<file path="src/rtl/pwm_gen_if.sv">
// PWM channel bus: enable and requested duty in, waveform and period marker out.
interface pwm_gen_if #(
  parameter int WIDTH = 7
);
  logic             en;
  logic [WIDTH-1:0] value_input;
  logic             out;
  logic             period_start;

  modport master (output en, output value_input, input out, input period_start);
  modport slave  (input en, input value_input, output out, output period_start);
endinterface

</file>
<file path="src/rtl/pwm_gen.sv">
// Prescaled PWM generator with a shadow duty register; out/period_start are registered (1 clk latency).
// No backpressure: free-running while en=1; en=0 parks the counters and tracks value_input.
module pwm_gen #(
  parameter int WIDTH    = 7,
  parameter int PRESCALE = 1
) (
  input logic       clk,
  input logic       rst,
  pwm_gen_if.slave  bus
);
  localparam int               PW       = (PRESCALE > 1) ? $clog2(PRESCALE) : 1;
  localparam logic [PW-1:0]    PRE_LAST = PW'(PRESCALE - 1);
  localparam logic [WIDTH-1:0] CNT_LAST = '1;

  logic [PW-1:0]    pre;
  logic [WIDTH-1:0] cnt;
  logic [WIDTH-1:0] duty_q;
  logic             out_q;
  logic             period_start_q;
  logic             tick;
  logic             wrap;

  assign tick = (pre == PRE_LAST);
  assign wrap = tick && (cnt == CNT_LAST);

  always_ff @(posedge clk) begin
    if (rst) begin
      pre            <= '0;
      cnt            <= '0;
      duty_q         <= '0;
      out_q          <= 1'b0;
      period_start_q <= 1'b0;
    end else if (!bus.en) begin
      // Parked: the next enable starts a clean period with the last sampled duty.
      pre            <= '0;
      cnt            <= '0;
      duty_q         <= bus.value_input;
      out_q          <= 1'b0;
      period_start_q <= 1'b0;
    end else begin
      if (tick) begin
        pre <= '0;
        cnt <= cnt + 1'b1;
      end else begin
        pre <= pre + 1'b1;
      end
      if (wrap) begin
        duty_q <= bus.value_input;
      end
      out_q          <= (cnt < duty_q);
      period_start_q <= wrap;
    end
  end

  assign bus.out          = out_q;
  assign bus.period_start = period_start_q;
endmodule

</file>
<file path="src/flat_wrapper.sv">
// flat-port wrapper written by rule: the top's interface ports become plain ports
module pwm_gen_flat 
#(
  parameter int WIDTH    = 7,
  parameter int PRESCALE = 1
)
  (clk, rst, bus_en, bus_value_input, bus_out, bus_period_start);
  pwm_gen_if #(.WIDTH(WIDTH)) bus_i ();
  input logic clk;
  input logic rst;
  input wire logic [$bits(bus_i.en)-1:0] bus_en;
  input wire logic [$bits(bus_i.value_input)-1:0] bus_value_input;
  output wire logic [$bits(bus_i.out)-1:0] bus_out;
  output wire logic [$bits(bus_i.period_start)-1:0] bus_period_start;
  assign bus_i.en = bus_en;
  assign bus_i.value_input = bus_value_input;
  assign bus_out = bus_i.out;
  assign bus_period_start = bus_i.period_start;
  pwm_gen #(.WIDTH(WIDTH), .PRESCALE(PRESCALE)) u_core (.clk(clk), .rst(rst), .bus(bus_i));
endmodule
</file>
<file path="config.mk">
export PLATFORM = sky130hd
export DESIGN_NAME = pwm_gen_flat
export DESIGN_NICKNAME = d
export VERILOG_FILES = /design/src/rtl/pwm_gen_if.sv /design/src/rtl/pwm_gen.sv /design/src/flat_wrapper.sv
export SDC_FILE = /design/constraint.sdc
export NUM_CORES = 1
export LEC_CHECK = 0
export BUFFER_PORTS_ARGS = -buffer_cell sky130_fd_sc_hd__buf_2
export CORE_MARGIN = 8
export CORE_UTILIZATION = 54
export DETAILED_ROUTE_END_ITERATION = 10
export GPL_ROUTABILITY_DRIVEN = 0
export GPL_TIMING_DRIVEN = 0
export HOLD_SLACK_MARGIN = 0.1
export PLACE_DENSITY = 0.76
export SLEW_MARGIN = 5
export SYNTH_ARGS = -nofsm -noshare
export SYNTH_HDL_FRONTEND = slang
export SYNTH_SLANG_ARGS = --single-unit
</file>
<file path="constraint.sdc">
create_clock -name clk -period 1.45 [get_ports clk]
set_input_delay 0.29 -clock clk [delete_from_list [all_inputs] [get_ports clk]]
set_output_delay 0.29 -clock clk [all_outputs]
set_load 0.01 [all_outputs]
</file>
==> run_results.csv, run 1 <==
group,metric,value,unit
setup_path,end_kind,"flip-flop",
setup_path,worstPathMaxFanout,7,
yosys,synthArstFlopShare,0,%
detailed_routing,first_iter_violations,2,
finish,mostFrequentLayoutCell,"nand2b_1",
worst_hold_path,hold_path.class,"primary input to flip-flop",
power,sequentialPowerShare,59.3,%
floorplanning,core_area,1506,um2
floorplanning,num_io_pins,12,
finish,drive_gt1_share,21.36,%
global_route,grt_usage,10.30,%
worst_hold_path,worstHoldPathCells,3,
floorplanning,row_count,14,
yosys,synth_ff_type,"dfxtp_1",
setup_path,startpoint_type,"flip-flop",
detailed_routing,drt-total-wl,1510,um
cts,clk_transition_reported_paths,0.10,ns
placement,io_buffers,11,
detailed_routing,antenna_left,0,
finish,antenna_cells,0,
worst_hold_path,min_to,"u_core.duty_q[0]",
sta,slew_violations,0,
floorplanning,initial_core_util,57.23,%
power,pwr-share-comb,10.6,%
cts,clockBufferDepth,2,
yosys,yosysSeqAreaShare,39.48,%
yosys,syn_area,862.1,um2
sta,hold_viol_final,0,
floorplanning,die_y,55.96,um
setup_path,r2r-start,"u_core.cnt[2]",
cts,post_cts_buffers,0,
setup_path,ff2ff_setup_slack,0.11,ns
cts,cts_buffers,3,
power,total_power,0.8383,mW
sta,setup_viol,0,
sta,fin_crit,1.339,ns
sta,skew,0.009209,ns
setup_path,regToRegEndpoint,"u_core.duty_q[3]",
floorplanning,dieArea,3131,um2
yosys,synth_cells,88,
worst_hold_path,hold_start,"bus_value_input[0]",
placement,hpwl,1126,um
status,outcome,"finished clean",
detailed_routing,vias_per_cell,5.151,
yosys,netlist-cell-type-count,25,
yosys,synth_edf_count,0,
setup_path,cp_data_arrival_time,1.52,ns
cts,cts_sinks,17,
sta,fmax,746.9,MHz
power,p_leak,0.4424,nW
yosys,yosysWarnings,0,
finish,area_delta_synth_final,12.48,%
floorplanning,die_x,55.96,um
setup_path,worstSetupPathType,"flip-flop to flip-flop",
yosys,syn_area_per_cell,9.796,um2
power,clockPowerShare,30.1,%
detailed_routing,drt_pass1_iterations,3,
finish,final_nets,121,
cts,cts_hold_buffers,0,
sta,whs,0.2374,ns
detailed_routing,vias,613,
finish,layout_common_cells,"16 x nand2b_1, 15 x dfxtp_1, 11 x buf_2",
cts,cts_tree,"done",
power,swShare,24.07,%
setup_path,reg2regPathDepth,4,
yosys,ys_ff_latch,17,
detailed_routing,drcViolationCount,0,
power,internal-power,0.6365,mW
global_route,grt_remaining_overflow,0,
power,power_density,864.5,nW/um2
yosys,syn_nets,105,
cts,h-tree-depth,1,
setup_path,critPathRequiredTime,1.63,ns
cts,cts-root-buf,"clkbuf_4",
global_route,antenna_found_initial,0,
detailed_routing,wl_per_cell,12.69,um
global_route,grt_max_degree,11,
run,maxCapViolCount,0,
power,max-vdd-ir-drop,0.8227,mV
power,switchingPower,0.2018,mW
global_route,grt_pass1_vias,617,
global_route,grt_pass1_wl,2635,um
sta,post-route-period-util,92.34,%
cts,clk_latency,0.29,ns
## state kept, by name, summed over array words and instances, names as in the netlist
register                 cells
u_core.cnt                   7
u_core.duty_q                7
u_core.bus.out               1
u_core.bus.period_start      1
u_core.pre                   1
## worst max-delay path by stage
stage / slack, ns / to / start / depth (start not counted)
after global placement: 0.12 / u_core.duty_q[0] / u_core.cnt[0] / 5
final: 0.11 / u_core.duty_q[3] / u_core.cnt[2] / 4
after detailed placement: 0.08 / u_core.duty_q[6] / u_core.cnt[0] / 5
after CTS: 0.04 / u_core.duty_q[6] / u_core.cnt[0] / 5
after global routing: -0.003 / u_core.cnt[6] / u_core.cnt[0] / 4
after floorplan: 0.21 / u_core.duty_q[0] / u_core.cnt[0] / 5
## area by class of cell
cell class / instances / area [um2]
tap: 16 / 20.02
clock buffer: 3 / 22.52
sequential: 17 / 342.8
inverter: 7 / 26.28
buffer: 3 / 18.77
fill: 140 / 536.8
clock inverter: 1 / 5.005
multi-input combinational: 61 / 479.2
timing repair buffer: 11 / 55.05
## synthesized netlist by cell type, drive strengths merged, types with 2 or more instances
cell type,count,share of area (%)
dfxtp,17,39
nand2b,16,12
mux2i,8,9.3
ha,7,10
inv,7,3.0
nor2,5,2.2
nand4b,3,4.8
xor2,3,3.0
a21oi,2,1.2
clkbuf,2,0.87
nand2,2,0.87
o21ai,2,1.2
o31a,2,2.0
or3,2,1.7
## logic make-up after synthesis
family	Yosys count	synth area share (%)
AOI/OAI and AO/OA	10	8.129
adders and majority gates	7	10.16
other	1	0.4350
muxes	8	9.289
and+or+nand+nor	31	23.22
xor gates and xnor gates	4	4.065
buffers and inverters	10	5.226
DFF	17	39.48
## stage by stage
| stage | setup TNS (ns) | cell area (um2) | instances | utilization, % | setup WS [ns] |
|---|---|---|---|---|---|
| after floorplan | 0 | 862.1 | 88 | - | 0.2144 |
| after global placement | 0 | 937.1 | 115 | 62.21 | 0.1154 |
| after detailed placement | 0 | 937.1 | 115 | 62.21 | 0.08336 |
| after CTS | 0 | 964.7 | 119 | 64.04 | 0.04470 |
| after global routing | -0.003404 | 969.7 | 119 | 64.37 | -0.003404 |
| final | 0 | 969.7 | 119 | 64.37 | 0.1111 |
## worst max-delay path, cell delays in order, from the launching register on
cell and delay (ns):
dfxtp_1 0.48, nand4b_4 0.17, o31a_1 0.31, buf_6 0.15, mux2i_1 0.12
## repair_timing
| item | CTS | global route |
|---|---|---|
| resized for setup | 0 | 3 |
| setup endpoints to repair | 0 | 8 |
| hold endpoints to repair | 0 | 0 |
## power by group through the flow
stage	logic [mW]	registers, mW	clock network, mW
2_1_floorplan	0.0606	0.506	0
3_3_place_gp	0.0850	0.506	0
3_5_place_dp	0.0887	0.507	0
4_1_cts	0.0893	0.496	0.257
5_1_grt	0.101	0.500	0.280
6_report	0.0885	0.497	0.253
## per-layer routing
metal  share of wire, %  GRT usage, %
met1                 49         11.11
met2                 44         16.51
met3                4.5         4.110
met4                2.8         6.186
met5                  0             0
(Power assumes the default switching activity.)
==> run 2: changes to the inputs <==
PLACE_DENSITY = 0.78   (was 0.76)
==> run_results.csv, run 2 (synthesis gave the netlist of run 1 again) <==
group,metric,value,unit
cts,clk_latency,0.28,ns
floorplanning,num_io_pins,12,
finish,area_delta_synth_final,12.63,%
floorplanning,core_area,1506,um2
cts,h-tree-depth,1,
floorplanning,die_x,55.96,um
sta,whs,0.2540,ns
sta,fin_crit,1.346,ns
detailed_routing,vias,629,
cts,cts_hold_buffers,0,
finish,top_regs,"u_core.cnt (7), u_core.duty_q (7)",
setup_path,end_kind,"flip-flop",
setup_path,startpoint_type,"flip-flop",
cts,clk_transition_reported_paths,0.10,ns
setup_path,worst_path_largest_cell_delay,0.35,ns
status,outcome,"finished clean",
finish,drive_gt1_share,22.33,%
setup_path,critPathRequiredTime,1.68,ns
global_route,grt_remaining_overflow,0,
worst_hold_path,worstHoldPathCells,3,
floorplanning,initial_core_util,57.23,%
placement,io_buffers,11,
finish,layout_common_cells,"16 x nand2b_1, 14 x dfxtp_1, 11 x buf_2",
cts,cts_sinks,17,
worst_hold_path,min_to,"u_core.duty_q[2]",
placement,hpwl,1159,um
cts,cts-root-buf,"clkbuf_4",
global_route,antenna_found_initial,0,
detailed_routing,first_iter_violations,6,
setup_path,path_cells,"inv_1 -> ha_1 -> a21o_1 -> a211oi_1 -> o31a_1",
sta,slew_violations,0,
finish,antenna_cells,0,
global_route,grt_pass1_vias,666,
power,total_power,0.8313,mW
sta,rsz0062_at_grt,"no",
finish,final_nets,121,
run,maxCapViolCount,0,
sta,setup_tns,0,ns
detailed_routing,wl_per_cell,12.37,um
detailed_routing,vias_per_cell,5.286,
setup_path,reg2regPathDepth,5,
sta,skew,0.006533,ns
finish,mostFrequentLayoutCell,"nand2b_1",
setup_path,worstSetupPathType,"flip-flop to flip-flop",
global_route,grt_max_degree,11,
cts,cts_resized,0,
floorplanning,dieArea,3131,um2
power,max-vdd-ir-drop,0.5675,mV
global_route,grt_usage,10.14,%
power,power_density,856.2,nW/um2
setup_path,regToRegEndpoint,"u_core.bus.out",
cts,post_cts_buffers,0,
setup_path,cpMaxStageDelayCell,"dfxtp_1",
sta,post-route-period-util,92.81,%
power,p_leak,0.4429,nW
worst_hold_path,hold_path.class,"primary input to flip-flop",
sta,hold_viol_final,0,
cts,cts_tree,"done",
sta,setup_viol,0,
setup_path,cp_data_arrival_time,1.57,ns
sta,fmax,743.1,MHz
worst_hold_path,hold_start,"bus_value_input[2]",
detailed_routing,drt_pass1_iterations,4,
cts,cts_buffers,3,
detailed_routing,drcViolationCount,0,
detailed_routing,antenna_left,0,
global_route,grt_pass1_wl,2732,um
setup_path,worstPathMaxFanout,2,
setup_path,r2r-start,"u_core.duty_q[5]",
cts,clockBufferDepth,2,
detailed_routing,drt-total-wl,1472,um
floorplanning,row_count,14,
setup_path,ff2ff_setup_slack,0.10,ns
floorplanning,die_y,55.96,um
-- run 2: cell counts in the layout (fill, tap and decap cells not counted) --
Identical to the previous run, type by type.
-- run 2: per-stage QoR --
| stage | area [um2] | setup slack, ns | instances | utilization (%) |
|---|---|---|---|---|
| finish | 970.9 | 0.1043 | 119 | 64.45 |
| global route | 970.9 | 0.008351 | 119 | 64.45 |
| CTS | 964.7 | 0.06954 | 119 | 64.04 |
| detailed placement | 937.1 | 0.09411 | 115 | 62.21 |
| global placement | 937.1 | 0.1186 | 115 | 62.21 |
| floorplan | 862.1 | 0.2144 | 88 | - |
-- run 2: cell type report --
cell class | count | area, um2
Fill cell | 135 | 535.5
Multi-Input combinational cell | 61 | 479.2
Sequential cell | 17 | 344.1
Timing Repair Buffer | 11 | 55.05
Inverter | 7 | 26.28
Clock buffer | 3 | 22.52
Tap cell | 16 | 20.02
Buffer | 3 | 18.77
Clock inverter | 1 | 5.005
-- run 2: where the power goes --
group	leakage, nW	switching (mW)	internal [mW]
clock network	0.0177	0.145	0.102
registers	0.141	0.0118	0.485
logic	0.285	0.0388	0.0485
total	0.443	0.196	0.636
-- run 2: worst max-delay path: cells and delay by family, from the launching register on --
| family | cells | cell delay, ns |
|---|---|---|
| AO/OA/AOI/OAI | 3 | 0.58 |
| flip-flops | 1 | 0.35 |
| adder cells (fa/ha/maj) | 1 | 0.31 |
| buffers and inverters | 1 | 0.05 |
-- run 2: worst max path at each step --
stage	from	to	slack, ns	cells after the start
after floorplan	u_core.cnt[0]	u_core.duty_q[0]	0.21	5
after global placement	u_core.cnt[0]	u_core.duty_q[0]	0.12	5
after detailed placement	u_core.cnt[0]	u_core.duty_q[5]	0.09	5
after CTS	u_core.cnt[0]	u_core.duty_q[5]	0.07	5
after global routing	u_core.duty_q[5]	u_core.bus.out	0.008	5
final	u_core.duty_q[5]	u_core.bus.out	0.10	5
-- run 2: metal layers --
metal / GRT usage, % / wire length [um]
met1: 12.06 / 689
met2: 17.63 / 720
met3: 2.740 / 62
met4: 2.062 / 0
met5: 0 / 0
